$ cat src/rtl/fc_argmax_collector.sv
// Snoops FC2 score writes on the SRAM F port for two image sets, then runs a
// sequential signed argmax per set and offers the winners on a valid/ready port.
module fc_argmax_collector #(
    parameter int NUM_CLASS = 10,
    parameter int DATA_W    = 8,
    parameter int ADDR_W    = 2,
    parameter int IDX_W     = 4
) (
    input  logic              clk,
    input  logic              srstn,
    input  logic              conv_start,
    input  logic              fc2_done,
    input  logic              sram_write_enable_f,
    input  logic [3:0]        sram_bytemask_f,
    input  logic [ADDR_W-1:0] sram_waddr_f,
    input  logic [DATA_W-1:0] sram_wdata_f,
    input  logic [DATA_W-1:0] sram_wdata_f_1,
    output logic              busy,
    output logic              result_valid,
    input  logic              result_ready,
    output logic [IDX_W-1:0]  class_0,
    output logic [IDX_W-1:0]  class_1,
    output logic [DATA_W-1:0] score_0,
    output logic [DATA_W-1:0] score_1
);

    localparam int                       CAP_W     = ADDR_W + 2;
    localparam logic [IDX_W-1:0]         LAST_IDX  = IDX_W'(NUM_CLASS - 1);
    localparam logic signed [DATA_W-1:0] MIN_SCORE = {1'b1, {(DATA_W-1){1'b0}}};

    typedef enum logic [1:0] {CAPT, SCAN, VALID} state_t;

    state_t state_q, state_d;
    logic   fc2_done_q;
    logic   start_scan;
    logic   scan_last;

    logic signed [DATA_W-1:0] score_s0 [NUM_CLASS];
    logic signed [DATA_W-1:0] score_s1 [NUM_CLASS];
    logic [NUM_CLASS-1:0]     wr_hit;

    logic [IDX_W-1:0]         idx_q;
    logic signed [DATA_W-1:0] max_0_q, max_1_q;
    logic [IDX_W-1:0]         cls_0_q, cls_1_q;
    logic signed [DATA_W-1:0] cur_0, cur_1, cand_0, cand_1;
    logic [IDX_W-1:0]         cand_cls_0, cand_cls_1;
    logic                     take_0, take_1;

    assign start_scan   = fc2_done & ~fc2_done_q;
    assign scan_last    = (state_q == SCAN) && (idx_q == LAST_IDX);
    assign busy         = (state_q != CAPT);
    assign result_valid = (state_q == VALID);

    // NOTE: sequential state uses non-blocking assignments so every register samples pre-edge values.
    always_ff @(posedge clk or negedge srstn) begin
        if (!srstn) begin
            state_q    <= CAPT;
            fc2_done_q <= 1'b0;
        end else begin
            state_q    <= state_d;
            fc2_done_q <= fc2_done;
        end
    end

    // NOTE: next-state is defaulted to the current state first so no path infers a latch.
    always_comb begin
        state_d = state_q;
        case (state_q)
            CAPT:    if (start_scan)   state_d = SCAN;
            SCAN:    if (scan_last)    state_d = VALID;
            VALID:   if (result_ready) state_d = CAPT;
            default:                   state_d = CAPT;
        endcase
        if (conv_start) state_d = CAPT;
    end

    // Every low mask bit maps the same byte onto index waddr*4+k; out-of-range indices match nothing.
    always_comb begin
        wr_hit = '0;
        for (int j = 0; j < NUM_CLASS; j++) begin
            for (int k = 0; k < 4; k++) begin
                if (!sram_write_enable_f && !sram_bytemask_f[k] &&
                    ({sram_waddr_f, 2'(k)} == CAP_W'(j)))
                    wr_hit[j] = 1'b1;
            end
        end
    end

    // NOTE: the shadow array is reset because unwritten scores must read as the most negative value.
    always_ff @(posedge clk or negedge srstn) begin
        if (!srstn) begin
            for (int j = 0; j < NUM_CLASS; j++) begin
                score_s0[j] <= MIN_SCORE;
                score_s1[j] <= MIN_SCORE;
            end
        end else if (conv_start) begin
            for (int j = 0; j < NUM_CLASS; j++) begin
                score_s0[j] <= MIN_SCORE;
                score_s1[j] <= MIN_SCORE;
            end
        end else if (state_q == CAPT) begin
            for (int j = 0; j < NUM_CLASS; j++) begin
                if (wr_hit[j]) begin
                    score_s0[j] <= sram_wdata_f;
                    score_s1[j] <= sram_wdata_f_1;
                end
            end
        end
    end

    // Index 0 seeds the running max; strict greater-than keeps the lower index on ties.
    always_comb begin
        cur_0      = score_s0[idx_q];
        cur_1      = score_s1[idx_q];
        take_0     = (idx_q == '0) || (cur_0 > max_0_q);
        take_1     = (idx_q == '0) || (cur_1 > max_1_q);
        cand_0     = take_0 ? cur_0 : max_0_q;
        cand_1     = take_1 ? cur_1 : max_1_q;
        cand_cls_0 = take_0 ? idx_q : cls_0_q;
        cand_cls_1 = take_1 ? idx_q : cls_1_q;
    end

    always_ff @(posedge clk or negedge srstn) begin
        if (!srstn) begin
            idx_q   <= '0;
            max_0_q <= '0;
            max_1_q <= '0;
            cls_0_q <= '0;
            cls_1_q <= '0;
        end else if ((state_q == SCAN) && !conv_start) begin
            idx_q   <= idx_q + 1'b1;
            max_0_q <= cand_0;
            max_1_q <= cand_1;
            cls_0_q <= cand_cls_0;
            cls_1_q <= cand_cls_1;
        end else begin
            idx_q   <= '0;
        end
    end

    // Result registers load once, on the final compare, and otherwise hold their last value.
    always_ff @(posedge clk or negedge srstn) begin
        if (!srstn) begin
            class_0 <= '0;
            class_1 <= '0;
            score_0 <= '0;
            score_1 <= '0;
        end else if (scan_last && !conv_start) begin
            class_0 <= cand_cls_0;
            class_1 <= cand_cls_1;
            score_0 <= cand_0;
            score_1 <= cand_1;
        end
    end

endmodule

$ cat config.mk
export PLATFORM = sky130hd
export DESIGN_NAME = fc_argmax_collector
export DESIGN_NICKNAME = d
export VERILOG_FILES = /design/src/rtl/fc_argmax_collector.sv
export SDC_FILE = /design/constraint.sdc
export NUM_CORES = 1
export LEC_CHECK = 0
export ABC_AREA = 1
export BUFFER_PORTS_ARGS = -buffer_cell sky130_fd_sc_hd__buf_2
export CORE_UTILIZATION = 42
export CTS_CLUSTER_SIZE = 28
export DETAILED_ROUTE_END_ITERATION = 7
export GPL_TIMING_DRIVEN = 0
export PLACE_DENSITY = 0.67
export SYNTH_ARGS = -nofsm -noshare
export SYNTH_HDL_FRONTEND = slang
export SYNTH_SLANG_ARGS = --single-unit
$ cat constraint.sdc
create_clock -name clk -period 3 [get_ports clk]
set_clock_uncertainty 0.1 [all_clocks]
set_input_delay 0.45 -clock clk [delete_from_list [all_inputs] [get_ports clk]]
set_output_delay 0.45 -clock clk [all_outputs]
set_load 0.02 [all_outputs]
# After elaboration in Yosys (flattened, before gate mapping)
# Index checks and enable logic that the tools add are counted.
[word_totals] register_bits=215 inputBits=28 wordCells=147
[op_classes] n_addsub=1 order_cmp=3 eq_ne=8 n_mux=50 bitwise=3 reduce_logical=51
[ops] operator="$mux W80" count=4
[ops] operator="$mux W8" count=26
[ops] operator="$bmux W8 S4" count=2
[ops] operator="$reduce_bool A2 Y1" count=12
[ops] operator="$reduce_and A2 Y1" count=10
[ops] operator="$logic_and A1 B1 Y1" count=17
[ops] operator="$gt A8 B8 Y1" count=2
[ops] operator="$mux W4" count=3
[ops] operator="$mux W1" count=10
[ops] operator="$mux W2" count=4
[ops] operator="$logic_not A1 Y1" count=6
[ops] operator="$ne A3 B3 Y1 const B" count=2
[ops] operator="$pmux W2 S3" count=1
[ops] operator="$ge A5 B5 Y1 const B" count=1
[ops] operator="$not A4 Y5" count=1
[ops] operator="$add A4 B1 Y4 const B" count=1
[ops] operator="$eq A2 B1 Y1 const B" count=2
[ops] operator="$eq A2 B2 Y1 const B" count=2
[ops] operator="$eq A4 B4 Y1 const B" count=1
[ops] operator="$logic_not A2 Y1" count=2
[ops] operator="$logic_not A4 Y1" count=1
[ops] operator="$ne A3 B2 Y1 const B" count=1
[ops] operator="$reduce_and A3 Y1" count=1
[ops] operator="$logic_or A1 B1 Y1" count=2
[ops] operator="other kinds (2)" count=2

# Depth between registers and ports, before layout
[logic_depth] word_depth=7 ltp_mapped=25 depth_no_buf=21

# Worst setup path before layout
# OpenSTA, ideal clock, no wires.
[synth_path] path_type="register to register" startpoint="reg idx_q[0]" endpoint="reg class_1[0]" setup_time_ns=0.118 arrival_ns=2.739 t_required_ns=2.782 path_slack_ns=0.043 path_stages_with_launch=21 n_path_buf=4 synth_period_minus_slack_ns=2.957 path_cell_list="dfrtp_1 > buf_4 > inv_2 > buf_2 > buf_2 > o21ai_0 > a21oi_1 > o21ai_0 > and3_1 > inv_1 > ha_1 > a21o_1 > nor2_1 > nand2_1 > nand2_1 > nand2_1 > nand2_1 > clkbuf_1 > nand3_1 > nand3_1 > nand2_1"
[synth_via] elab_chain_cells=7 elab_cells_between_ends=11 cone_classes="order compare: 1; eq/ne: 1; mux: 4; bitwise: 1; reduce/logical: 4"
[synth_lines] item="from (decl)" line_no="42" source="logic [IDX_W-1:0] idx_q;"
[synth_lines] item="from (signal assigned)" line_no="131" source="idx_q <= idx_q + 1'b1;"
[synth_lines] item="$not A4 Y5 (not written as such)" line_no="114" source="cur_1 = score_s1[idx_q];"
[synth_lines] item="$bmux W8 S4" line_no="114"
[synth_lines] item="$mux W8 (not written as such) (2 in series)" line_no="114"
[synth_lines] item="$gt A8 B8 Y1" line_no="116" source="take_1 = (idx_q == '0) || (cur_1 > max_1_q);"
[synth_lines] item="$logic_or A1 B1 Y1" line_no="116"
[synth_lines] item="$mux W4" line_no="120" source="cand_cls_1 = take_1 ? idx_q : cls_1_q;"
[synth_lines] item="to (signal assigned)" line_no="150" source="class_1 <= cand_cls_1;"
[synth_lines] item="to (decl)" line_no="22" source="output logic [IDX_W-1:0] class_1,"
# Several ways; a longest one is shown, not always the timed one. The select of a mux whose other input is x is not followed.
# A chain may end at the register's enable or synchronous reset.

# Final worst setup path
[layout_path] startpoint="reg idx_q[0]" endpoint="reg score_0[6]"
[layout_via] elab_chain_cells=7 elab_cells_between_ends=11 cone_classes="order compare: 1; eq/ne: 1; mux: 4; bitwise: 1; reduce/logical: 4"
[layout_lines] item="$not A4 Y5 (not written as such)" line_no="113" source="cur_0 = score_s0[idx_q];"
[layout_lines] item="$bmux W8 S4" line_no="113"
[layout_lines] item="$mux W8 (not written as such) (2 in series)" line_no="113"
[layout_lines] item="$gt A8 B8 Y1" line_no="115" source="take_0 = (idx_q == '0) || (cur_0 > max_0_q);"
[layout_lines] item="$logic_or A1 B1 Y1" line_no="115"
[layout_lines] item="$mux W8" line_no="117" source="cand_0 = take_0 ? cur_0 : max_0_q;"
[layout_lines] item="to (signal assigned)" line_no="151" source="score_0 <= cand_0;"
[layout_lines] item="to (decl)" line_no="23" source="output logic [DATA_W-1:0] score_0,"
# Several ways; a longest one is shown, not always the timed one. The select of a mux whose other input is x is not followed.

==> results summary <==
The weighted congestion at the end of routability-driven global placement is 0.923. Across all layers, the routed design uses 9,784 vias. The clock latency on the worst-skew pair is 0.54 ns. The distinct cell type count of the synthesized netlist came out at 32. For this run the aggregate overflow at the end of global routing stands at 0. The pre-CTS setup slack is -0.912 ns. The number of nets still failing antenna checks after routing came out at 0. The HPWL after detailed placement is 23,100 um.

Summed over all instances, the cell type with the most area after synthesis is dfrtp_1. The number of antenna repair diodes came out at 0. The number of hold-slack violations in the final timing report is 0. Setup repair after global routing could not meet its margin everywhere. The floorplan step set the die width to 160 um. The worst-case IR drop observed on VDD is 0.406 mV. The number of nets in the synthesized netlist is 1,378.

The global-route wire length before repair is 52,200 um. After synthesis, flip-flops and latches occupy 51.4% of the total area. For the pin with the worst max-slew slack, the measured transition is 1.04 ns. The leakage power total came out at 6.56 nW.

The detail-routed via count per cell came out at 5.47. The share of Yosys cell area claimed by the top area cell type is 46.4%. The TritonCTS buffer count came out at 25. TritonCTS built the clock tree.

For this design the ratio of total power to cell area is 626 mW/mm2. The highest-delay cell along the critical path is dfrtp_1. The number of nets in the final layout came out at 1,494. The number of warnings issued by yosys came out at 0. The tree is rooted in a clkbuf_16. In the synthesized netlist, the number of instances is 1,331.

The signal on the critical path passes through buf_6 > buf_8 > clkbuf_8 > o21ai_0 > nor2_1 > o21ai_2 > and3_4 > inv_1 > ha_1 > nand2_2 > nor2_4 > nand2_1 > nand2_1 > nand2_2 > nand3_4 > nand2_4 > buf_6 > nand2_2 > nand3_1 > nand2_1. The die footprint came out at 0.0257 mm2. The delay contributed by the slowest stage of the critical path is 0.39 ns. Counting the fill cells in the layout gives 2,123.

The site row count came out at 57. Global routing used 26.4% of the available tracks across all layers. The checks that failed: negative setup slack. The highest fanout seen on the critical path is 6. The pin count of the biggest net entering global routing is 120.

The flow ran to the end, but the final reports show violations. The final critical delay including setup and external delays is 3.10 ns. The total power draw came out at 8.50 mW. The worst path uses 103% of the clock period. The number of cells in the finished layout apart from fillers is 1,789.

The iteration count of the initial detailed-routing pass is 7. The synthesis-stage register bit count is 215. The number of slew-limit violations in the final report is 0. The clock edge transition at the registers on the reported setup and hold paths came out at 0.06 ns. The routed wire length per instance is 19.5 um. STA classifies the critical path endpoint as a register. The final count of negative-setup-slack endpoints is 35.

The overall die height is 160 um. The share of final-layout standard cells stronger than drive strength 1 came out at 27.2%. After synthesis, the cell types taking the most area are dfrtp_1 46%, nand2_1 15%, o21ai_0 11%. In this run, the number of DRC markers left after iteration 0 of detailed routing was 1,297. The number of placed cells counting well taps came out at 1,708. Each instance of the synthesized netlist takes up on average 7.90 um2. The type of element launching the critical path is a register.

For this configuration, the core starts out at a cell density of 43.0%. The number of buffers on the longest clock path came out at 3. The number of top-level design ports is 54. In this run the number of H-tree levels came out at 1.

Data on the critical path is required at its endpoint by 3.32 ns. The class of the most critical setup path is register to register. The core region is 0.0245 mm2.

The tool flagged a number of max-cap violations equal to 0. Headroom to the max-slew limit came out at 30.6%. The synthesis-to-finish area growth came out at 29.3%.

The path class of the lowest-slack min-delay path is primary input to register. For this run, design rule violations remaining after detail routing come to 0. Summed over all layers, the routed wires come to 34,900 um. The number of antenna violations at the first check in global routing is 0. The number of global-route vias before repair is 9,141.

After synthesis the cells add up to 0.0105 mm2. The total number of clock tree sinks is 215. The arrival time at the worst endpoint is 3.41 ns. The maximum achievable frequency is 323 MHz.

The quantity of I/O buffers inserted on ports came out at 52. Across all setup checks in the final design, the least slack found is -0.0959 ns.
-- sequential cells by signal, summed over array words and instances (netlist names) --
name and cells:
score_0 8, class_0 4, score_1 8, state_q 2, max_1_q 8, class_1 4, max_0_q 8, score_s1 80
idx_q 4, cls_0_q 4, cls_1_q 4, score_s0 80, fc2_done_q 1
-- placed cells by master, fill, tap and decap left out, types with 28 or more instances in the layout --
| cell type | n |
|---|---|
| nand3_1 | 49 |
| inv_1 | 129 |
| clkbuf_16 | 28 |
| nand2_2 | 28 |
| o21ai_2 | 38 |
| o21ai_0 | 173 |
| nand2_1 | 368 |
| buf_4 | 33 |
| buf_2 | 62 |
| a21oi_1 | 33 |
| nor2_1 | 41 |
| dfrtp_1 | 194 |
| clkbuf_1 | 28 |
-- logic make-up after synthesis --
kind of cell,synth area share (%)
adder cells (fa/ha/maj),2.26
XOR/XNOR,0.0833
flip-flops,51.4
AO/OA/AOI/OAI,15.5
buffers and inverters,8.50
AND/OR/NAND/NOR,22.2
-- worst paths after layout --
kind	end	slack, ns	from	cells past startpoint
max	score_0[6]	-0.1	idx_q[0]	20
max reg2reg	score_0[6]	-0.1	idx_q[0]	20
min reg2reg	score_1[7]	0.36	score_1[7]	2
min in group asynchronous	score_1[0]	0.49	srstn	2
min	state_q[1]	0.13	result_ready	4
max in group asynchronous	score_s0[63]	1.23	srstn	3
-- layer usage --
| metal | GRT usage (%) | routed length, um | share of wire (%) |
|---|---|---|---|
| met1 | 37.4 | 14400 | 41 |
| met4 | 9.65 | 1430 | 4.1 |
| met3 | 3.38 | 2920 | 8.4 |
| met5 | 0 | 0 | 0 |
| met2 | 41.5 | 16200 | 46 |
-- critical path: cells and delay by family, from the launching register on --
family / cells / cell delay (ns)
AND/OR/NAND/NOR: 12 / 1.16
buffers and inverters: 5 / 0.68
flip-flops: 1 / 0.39
AO/OA/AOI/OAI: 2 / 0.36
adder cells (fa/ha/maj): 1 / 0.30
-- timing repair --
item / in CTS / in global routing
hold buffers: 2 / 0
cloned: 6 / 2
hold endpoints to repair: 111 / 0
setup endpoints to repair: 48 / 48
resized for setup: 176 / 200
pin swaps: 29 / 76
buffers inserted: 13 / 15
-- area by class of cell --
class                      count  area (um2)  share of cell area, %
clock buffer                  38         785                   5.77
inverter                     143         542                   3.99
clock inverter                 7        95.1                  0.700
timing repair buffer          90         647                   4.76
buffer                        72         613                   4.51
sequential                   215        5410                   39.8
tap                          324         405                   2.98
multi-input combinational    900        5090                   37.5
-- power by group --
part | leakage, nW | switching (mW) | internal (mW)
Clock | 0.440 | 1.25 | 1.97
Sequential | 2.78 | 0.150 | 3.19
Combinational | 3.35 | 1.18 | 0.759
Total | 6.56 | 2.58 | 5.92
-- through the flow --
stage	instance area [um2]	setup TNS (ns)	hold slack [ns]	utilization (%)
6_report	13600	-1.58	0.130	55.5
3_5_place_dp	11200	-40.44	0.361	45.8
4_1_cts	12800	-0.0481	0.125	52.2
3_3_place_gp	11200	-521.68	0.353	45.7
5_1_grt	13600	-6.70	0.154	55.5
2_1_floorplan	10500	0	0.0544	-
-- cells in the mapped netlist, drive strengths merged --
master  number
nor2        61
xnor2        1
and3        14
a31oi        1
o31ai        1
nand4        3
inv        142
nor3         2
buf         31
nand3b       5
clkinv       1
o21ai      246
o41ai        1
o22ai        3
nand2      410
a21oi       54
ha          19
dfrtp      195
a21o         1
clkbuf      42
or3          1
dfstp       20
nand3       77
Power figures use the tool's default switching activity.
